**src/rtl/hash_absorb_engine_if.sv**
```systemverilog
// rtl/hash_absorb_engine_if.sv - message stream and result handshake bundle for hash_absorb_engine
interface hash_absorb_engine_if;
    logic            msg_valid;
    logic [7:0]      msg_data;
    logic            msg_last;
    logic            msg_ready;
    logic            out_valid;
    logic            out_ready;
    logic [7:0][7:0] h;
    logic [63:0]     C;

    modport master (
        output msg_valid, msg_data, msg_last, out_ready,
        input  msg_ready, out_valid, h, C
    );

    modport slave (
        input  msg_valid, msg_data, msg_last, out_ready,
        output msg_ready, out_valid, h, C
    );
endinterface

```
**src/rtl/hash_absorb_engine.sv**
```systemverilog
// rtl/hash_absorb_engine.sv - iterative byte absorb stage mixing into an 8-byte state via AES S-box rounds

// S-box computed algebraically: multiplicative inverse in GF(2^8) (x^254) followed by the affine map.
module aes_sbox (
    input  logic [7:0] a,
    output logic [7:0] s
);
    function automatic logic [7:0] gf_mul(input logic [7:0] x, input logic [7:0] y);
        logic [7:0] p;
        logic [7:0] t;
        p = 8'h00;
        t = x;
        for (int i = 0; i < 8; i++) begin
            if (y[i]) p = p ^ t;
            t = {t[6:0], 1'b0} ^ (t[7] ? 8'h1b : 8'h00);
        end
        return p;
    endfunction

    logic [7:0] sq;
    logic [7:0] inv;

    always_comb begin
        sq  = a;
        inv = 8'h01;
        for (int i = 1; i < 8; i++) begin
            sq  = gf_mul(sq, sq);
            inv = gf_mul(inv, sq);
        end
        s = inv ^ {inv[6:0], inv[7]} ^ {inv[5:0], inv[7:6]}
                ^ {inv[4:0], inv[7:5]} ^ {inv[3:0], inv[7:4]} ^ 8'h63;
    end
endmodule

module hash_absorb_engine #(
    parameter int unsigned ROUNDS = 36,
    parameter logic [63:0] IV     = 64'h3C_D2_69_AA_14_0F_55_34
) (
    input  logic           clk,
    input  logic           rst,
    hash_absorb_engine_if.slave bus
);
    typedef enum logic [1:0] {IDLE, MIX, DONE} state_t;

    state_t          state;
    state_t          state_nx;
    logic [7:0][7:0] h_q;
    logic [63:0]     c_q;
    logic [7:0]      m_q;
    logic            last_q;
    logic [7:0]      r_q;
    logic [2:0]      j_q;
    logic [7:0]      sbox_in;
    logic [7:0]      sbox_out;
    logic            ready_c;
    logic            valid_c;
    logic            accept;
    logic            release_out;
    logic            round_end;

    // j wraps mod 8 naturally; the j=7 step therefore reads the h[0] updated earlier this round
    assign sbox_in   = h_q[j_q + 3'd1] ^ m_q;
    assign round_end = (j_q == 3'd7) && (r_q == 8'(ROUNDS - 1));

    aes_sbox u_sbox (
        .a(sbox_in),
        .s(sbox_out)
    );

    always_ff @(posedge clk) begin
        if (rst) state <= IDLE;
        else     state <= state_nx;
    end

    always_comb begin
        state_nx    = state;
        ready_c     = 1'b0;
        valid_c     = 1'b0;
        accept      = 1'b0;
        release_out = 1'b0;
        case (state)
            IDLE: begin
                ready_c = 1'b1;
                if (bus.msg_valid) begin
                    accept   = 1'b1;
                    state_nx = MIX;
                end
            end
            MIX: begin
                if (round_end) state_nx = last_q ? DONE : IDLE;
            end
            DONE: begin
                valid_c = 1'b1;
                if (bus.out_ready) begin
                    release_out = 1'b1;
                    state_nx    = IDLE;
                end
            end
            default: state_nx = IDLE;
        endcase
    end

    always_ff @(posedge clk) begin
        if (rst) begin
            h_q    <= IV;
            c_q    <= 64'd0;
            m_q    <= 8'h00;
            last_q <= 1'b0;
            r_q    <= 8'd0;
            j_q    <= 3'd0;
        end else if (accept) begin
            m_q    <= bus.msg_data;
            last_q <= bus.msg_last;
            c_q    <= c_q + 64'd1;
            r_q    <= 8'd0;
            j_q    <= 3'd0;
        end else if (state == MIX) begin
            h_q[j_q] <= sbox_out;
            j_q      <= j_q + 3'd1;
            if (j_q == 3'd7) r_q <= r_q + 8'd1;
        end else if (release_out) begin
            h_q <= IV;
            c_q <= 64'd0;
        end
    end

    assign bus.msg_ready = ready_c;
    assign bus.out_valid = valid_c;
    assign bus.h         = h_q;
    assign bus.C         = c_q;
endmodule

```
**src/flat_wrapper.sv**
```systemverilog
// flat-port wrapper written by rule: the top's interface ports become plain ports
module hash_absorb_engine_flat 
#(
    parameter int unsigned ROUNDS = 36,
    parameter logic [63:0] IV     = 64'h3C_D2_69_AA_14_0F_55_34
)
  (clk, rst, bus_msg_valid, bus_msg_data, bus_msg_last, bus_out_ready, bus_msg_ready, bus_out_valid, bus_h, bus_C);
  hash_absorb_engine_if bus_i ();
  input  logic clk;
  input  logic rst;
  input wire logic [$bits(bus_i.msg_valid)-1:0] bus_msg_valid;
  input wire logic [$bits(bus_i.msg_data)-1:0] bus_msg_data;
  input wire logic [$bits(bus_i.msg_last)-1:0] bus_msg_last;
  input wire logic [$bits(bus_i.out_ready)-1:0] bus_out_ready;
  output wire logic [$bits(bus_i.msg_ready)-1:0] bus_msg_ready;
  output wire logic [$bits(bus_i.out_valid)-1:0] bus_out_valid;
  output wire logic [$bits(bus_i.h)-1:0] bus_h;
  output wire logic [$bits(bus_i.C)-1:0] bus_C;
  assign bus_i.msg_valid = bus_msg_valid;
  assign bus_i.msg_data = bus_msg_data;
  assign bus_i.msg_last = bus_msg_last;
  assign bus_i.out_ready = bus_out_ready;
  assign bus_msg_ready = bus_i.msg_ready;
  assign bus_out_valid = bus_i.out_valid;
  assign bus_h = bus_i.h;
  assign bus_C = bus_i.C;
  hash_absorb_engine #(.ROUNDS(ROUNDS), .IV(IV)) u_core (.clk(clk), .rst(rst), .bus(bus_i));
endmodule
```
**config.mk**
```make
export PLATFORM = sky130hd
export DESIGN_NAME = hash_absorb_engine_flat
export DESIGN_NICKNAME = d
export VERILOG_FILES = /design/src/rtl/hash_absorb_engine_if.sv /design/src/rtl/hash_absorb_engine.sv /design/src/flat_wrapper.sv
export SDC_FILE = /design/constraint.sdc
export NUM_CORES = 1
export LEC_CHECK = 0
export CORE_MARGIN = 5
export CORE_UTILIZATION = 41
export CTS_CLUSTER_DIAMETER = 200
export DETAILED_ROUTE_END_ITERATION = 10
export GPL_TIMING_DRIVEN = 0
export MAX_ROUTING_LAYER = met4
export RECOVER_POWER = 100
export REMOVE_ABC_BUFFERS = 1
export SETUP_SLACK_MARGIN = 0.2
export SLEW_MARGIN = 10
export SYNTH_ARGS = -nofsm -noshare
export SYNTH_HDL_FRONTEND = slang
export SYNTH_SLANG_ARGS = --single-unit
```
**constraint.sdc**
```tcl
create_clock -name clk -period 20.7 [get_ports clk]
set_input_delay 4.14 -clock clk [delete_from_list [all_inputs] [get_ports clk]]
set_output_delay 4.14 -clock clk [all_outputs]
set_load 0.01 [all_outputs]
```
* Word level (Yosys, flattened, before mapping)
Index checks and enable logic that the tools add are counted.
** Word-level totals
- Flip-flop bits (word level) :: 150
- Output and inout bits :: 130
** Cells by class
- $add $sub $neg :: 3
- Magnitude comparators :: 3
- Eq/ne operators :: 8
- Multiplexer cells :: 224
- Bitwise gates (word level) :: 196
- Reductions and logical operators :: 10
** Operators by type and width (number)
- $mux W8 :: 107
- $xor A8 B8 Y8 :: 96
- $xor A8 B5 Y8 :: 91
- $mux W5 :: 92
- $mux W64 :: 5
- $add A64 B1 Y64 const B :: 1
- $bwmux W64 :: 1
- $bmux W8 S3 :: 1
- $demux W8 S3 :: 1
- $mux W2 :: 5
- $add A8 B1 Y8 const B :: 1
- $eq A8 B6 Y1 const B :: 1
- $lt A3 B4 Y1 const B :: 2
- $mux W1 :: 7
- $mux W7 :: 1
- $not A1 Y1 const A :: 7
- $mux W6 :: 1
- $pmux W2 S3 :: 1
- $reduce_and A2 Y1 :: 3
- $mux W4 :: 1
- $ne A2 B1 Y1 const B :: 2
- $ne A2 B2 Y1 const B :: 2
- $not A4 Y4 :: 1
- $reduce_bool A2 Y1 :: 2
- 11 further kinds :: 12

* Depth between registers and ports, before layout
- Depth after elaboration :: 138
- Mapped depth :: 72
- Gate-level depth less buffers :: 64

* Cells and area by module
From an unflattened synthesis, not the netlist that was laid out.
** Second synthesis, totals
- Cells, all modules :: 2835
- Area total of the unflattened synthesis :: 22086.2 um^2
** Modules (own cells, without submodules)
- aes_sbox :: times used 1, cells each 1996, area an instance 14960.6 um^2
- hash_absorb_engine :: times used 1, cells each 839, area an instance 7125.6 um^2

* Worst setup path before layout
No wires, ideal clock.
- Kind :: register to register
- Start point :: register u_core.j_q[1]
- End point :: register u_core.h_q, in the netlist u_core.bus.h[45]
- Setup time :: 0.070 ns
- Data arrival time :: 16.119 ns
- Setup slack :: 4.511 ns
- Stages on the path, launching flop included :: 68
- Path buffers :: 5
- Clock period less this slack :: 16.189 ns
- Cells stage by stage :: dfxtp_1 -> ha_1 -> ha_1 -> nor2_1 -> a22oi_1 -> and3b_1 -> nor2_2 -> inv_2 -> ha_1 -> xor3_1 -> mux2i_1 -> xnor2_1 -> inv_1 -> ha_1 -> nand2_1 -> xor2_1 -> xnor2_2 -> inv_2 -> [... 32 more ...] -> xor2_2 -> nor2_1 -> xnor3_1 -> xor2_2 -> xnor2_2 -> xor2_1 -> xnor2_2 -> buf_4 -> xor2_1 -> xnor2_1 -> xnor2_1 -> mux2i_1 -> a21oi_1 -> xnor3_1 -> xnor2_4 -> xnor2_2 -> xor3_1 -> a21oi_1
** On the way
- Longest elaborated chain between the ends :: 135
** RTL lines
- from (decl) :: RTL line hash_absorb_engine.sv:52 : logic [2:0] j_q;
- from (signal assigned) :: RTL line hash_absorb_engine.sv:119 : j_q <= j_q + 3'd1;
- $add A3 B1 Y3 :: RTL line hash_absorb_engine.sv:62 : assign sbox_in = h_q[j_q + 3'd1] ^ m_q;
- $bmux W8 S3 :: RTL line hash_absorb_engine.sv:62
- $mux W8 (implied by the code) :: RTL line hash_absorb_engine.sv:62
- $xor A8 B8 Y8 :: RTL line hash_absorb_engine.sv:62
- $mux W5, or another cell as far along :: RTL line hash_absorb_engine.sv:15 : t = {t[6:0], 1'b0} ^ (t[7] ? 8'h1b : 8'h00);
- $xor A8 B5 Y8 or $xor A8 B8 Y8 (tied branches) :: RTL line hash_absorb_engine.sv:15, hash_absorb_engine.sv:14
- $xor A8 B8 Y8 or $mux W8 (tied branches) :: RTL line hash_absorb_engine.sv:14 : if (y[i]) p = p ^ t;
- $mux W8 or $xor A8 B8 Y8 (tied branches) :: RTL line hash_absorb_engine.sv:14
- [... 117 more ...]
- $mux W8 :: RTL line hash_absorb_engine.sv:14
- $xor A8 B8 Y8 :: RTL line hash_absorb_engine.sv:14
- $mux W8 :: RTL line hash_absorb_engine.sv:14
- $xor A8 B8 Y8 (2 in series) :: RTL line hash_absorb_engine.sv:30 : s = inv ^ {inv[6:0], inv[7]} ^ {inv[5:0], inv[7:6]}
- $xor A8 B8 Y8 (2 in series) :: RTL line hash_absorb_engine.sv:31 : ^ {inv[4:0], inv[7:5]} ^ {inv[3:0], inv[7:4]} ^ 8'h63;
- $not A4 Y4 (no source line)
- $bwmux W64 (*) :: RTL line hash_absorb_engine.sv:118 : h_q[j_q] <= sbox_out;
- $mux W64 (*) :: RTL line hash_absorb_engine.sv:117 : end else if (state == MIX) begin
- to (signal, indexed assignment) :: RTL line hash_absorb_engine.sv:118
- to (decl) :: RTL line hash_absorb_engine.sv:47 : logic [7:0][7:0] h_q;
Every way passes the cells marked *; elsewhere a longest branch is shown, timed or not. The select of a mux whose other input is x is not followed.
A chain may end at the register's enable or synchronous reset.

* Worst setup path in the final report
- Start point :: register u_core.j_q[0]
- End point :: register u_core.h_q, in the netlist u_core.bus.h[31]
** On the way
- Longest elaborated chain between the ends :: 134
** RTL lines (RTL line)
- $add A3 B1 Y3 :: hash_absorb_engine.sv:62
- $bmux W8 S3 :: hash_absorb_engine.sv:62
- $mux W8 (implied by the code) :: hash_absorb_engine.sv:62
- $xor A8 B8 Y8 :: hash_absorb_engine.sv:62
- $mux W5 :: hash_absorb_engine.sv:15
- $xor A8 B5 Y8 :: hash_absorb_engine.sv:15
- $xor A8 B8 Y8 :: hash_absorb_engine.sv:14
- $mux W8 :: hash_absorb_engine.sv:14
- [... 116 more ...]
- $xor A8 B8 Y8 :: hash_absorb_engine.sv:14
- $mux W8 :: hash_absorb_engine.sv:14
- $xor A8 B8 Y8 :: hash_absorb_engine.sv:14
- $mux W8 :: hash_absorb_engine.sv:14
- $xor A8 B8 Y8 (2 in series) :: hash_absorb_engine.sv:30
- $xor A8 B8 Y8 (2 in series) :: hash_absorb_engine.sv:31
- $bwmux W64 (*) :: hash_absorb_engine.sv:118
- $mux W64 (*) :: hash_absorb_engine.sv:117
Marked as above.

==> run metrics <==
Final Hold Fails 0; Post-route DRC 0; internal reg-to-reg setup slack 1.17 ns; min setup slack post-route 1.17 ns; nets@finish 3039; pre-CTS setup slack -1.23 ns; Reg clk slew, reported paths 0.06 ns; DRT Wirelength 71000 um; Ant. Diodes 0; first-pass GRT wire length 111000 um; Register-to-Register Path Depth 60; hold_sp u_core.last_q; critical path's largest stage delay 0.65 ns; Worst-Skew Late Latency 0.42 ns; GRT Residual Overflow 0; Pre-Repair DR Iteration Count 5; placed cells 3662; Rel. slew slack 15.4%; I/O Buffers 142; maximum root-to-sink buffer count 2; worst r2r src u_core.j_q[0]; TritonCTS clock tree done; Seq cells post-synth 150; Synth Flop Type dfxtp_1; final period utilization 94.3%; register area share after synthesis 13.4%; I/O pin count 143; post-route minimum period 19.53 ns; CP Launch Type register; total CTS buffers 17; Final Skew 0.0104 ns; DR vias/cell 5.85; Synth Cell Area 0.0223 mm^2; Synth async-reset ratio 0%; CTS root buffer clkbuf_16; Final ANT Viol Nets 0; dominant cell type by area after synthesis xnor2_1; Unique masters post-synth 109; H-tree depth 4; DR WL/cell 19.1 um; CTS Sinks 150; Yosys warning count 0; vias in the first global route 20100; most frequent CP cell xnor3_1; initial core utilization 41.4%; Cell Rows 85; critical-path maximum fanout 26; share of layout cells above drive strength 1 11.5%; worst slew pin tran 1.26 ns; Slew Viols, Final 0; maximum clock frequency 0.0512 GHz; Non-Filler Instances 3724; Starting DRT DRC Count 1679; Mapped Cells 2972; core area 0.0539 mm^2; CP arrival 19.86 ns; initial antenna violation count 0; gr usage total 22.9%; RSZ-0062 raised after global routing no; Yosys top cell area share 16.3%; die area 0.0592 mm^2; area delta synth->final 15.1%; Post-synth EDFFs 0; Fill cells 5299; cell area after layout 0.0257 mm^2; gp weighted congestion 0.911; Critical Path Source u_core.j_q[0]; Min Hold Slack 0.470 ns; dpl hpwl 51700 um; Worst setup endpoint u_core.bus.h[31]; syn_area_per_cell 7.51 um^2; largest net degree at the start of global routing 68; Slowest-stage cell, CP xnor2_2; critical path class reg2reg; Max-Cap Viols 0; RR Endpoint u_core.bus.h[31]; Worst Path Required 21.04 ns; Worst Hold Class reg2reg; Die Wd 243 um; DR vias 21800; status complete, no violations; overall die height 243 um; final setup vio count 0; main area contributors after synthesis xnor2_1, dfxtp_1, nor2_1, nand2_1, xnor3_1; DP Area 0.0244 mm^2; CP Capture Type register
==> state kept, by name, indices dropped and copies added (netlist names) <==
signal         cells
u_core.r_q         8
u_core.state       2
u_core.last_q      1
u_core.j_q         3
u_core.bus.C      64
u_core.m_q         8
u_core.bus.h      64
==> final cells by class <==
type                    count  area (um^2)  area share (%)
repair buffers            190         1930            7.53
flip-flops and latches    150         3010            11.7
well taps                 696          871            3.39
clock buffers              24          472            1.84
inverters                  27          101           0.394
clock inverters             8          121           0.472
multi-input cells        2629        19200            74.7
==> how the worst min path moves through the flow <==
stage	endpoint	slack [ns]	cells past startpoint
2_1_floorplan	u_core.last_q	0.43	2
3_3_place_gp	u_core.last_q	0.45	2
3_5_place_dp	u_core.last_q	0.46	2
4_1_cts	u_core.last_q	0.47	2
5_1_grt	u_core.last_q	0.49	2
6_report	u_core.last_q	0.47	2
==> layout by cell type (no fill, tap or decap), types with 35 or more instances in the layout <==
master,n
o211ai_1,36
dfxtp_1,149
xnor2_1,377
xor2_1,101
nand2_1,346
o22ai_1,35
o21ai_0,116
dlygate4sd3_1,132
nor2_1,415
nand3_1,117
mux2i_1,69
xnor2_2,78
nor3_1,64
o21ai_1,40
a21oi_1,209
xnor3_1,50
==> metal layers <==
layer / vias up / part of all wire, % / global-route usage, %
met3: 77 / 7.1 / 3.55
met1: 10500 / 45 / 30.8
li1: 10500 / - / -
met2: 763 / 47 / 37.0
met4: 0 / 1.3 / 4.59
met5: - / 0 / -
==> critical path: cells and delay by family (launching register included) <==
family / cells / cell delay (ns)
XOR/XNOR: 35 / 12.90
AND/OR/NAND/NOR: 11 / 2.82
AO/OA/AOI/OAI: 7 / 1.18
adder cells (fa/ha/maj): 3 / 0.90
buffers and inverters: 3 / 0.64
flip-flops: 1 / 0.54
multiplexers: 1 / 0.40
==> synthesized netlist by cell type (57+ instances only) <==
library cell    n
a21oi_1       209
o21ai_0       100
mux2i_1        70
nor2_1        420
nand3_1       118
nand2_1       347
nor3_1         65
dfxtp_1       150
xnor2_1       416
clkbuf_1      109
o21ai_1        57
xor2_1        111
==> cells by family after synthesis <==
family                   after synthesis  synth area share [%]
multiplexers                          97                  4.52
XOR/XNOR                             675                  34.4
AND/OR/NAND/NOR                     1162                  23.2
buffers and inverters                198                  4.09
AO/OA/AOI/OAI                        679                  19.7
flip-flops                           150                  13.4
adder cells (fa/ha/maj)               11                 0.616
==> timing repair <==
item,CTS,global route
resized for setup,24,33
setup buffers,0,25
cloned,2,3
pin swaps,2,10
hold buffers,0,0
endpoints found under the setup margin,64,64
==> stage by stage <==
stage                     util (%)  setup TNS (ns)
after detailed placement      45.3          -72.89
after global placement        44.2         -348.26
final                         47.7               0
after global routing          47.7               0
after CTS                     46.8               0
after floorplan                  -               0
Power is left out: the tool's default activity adds up to more than one toggle a clock period on the data nets, which glitch-free logic cannot reach.
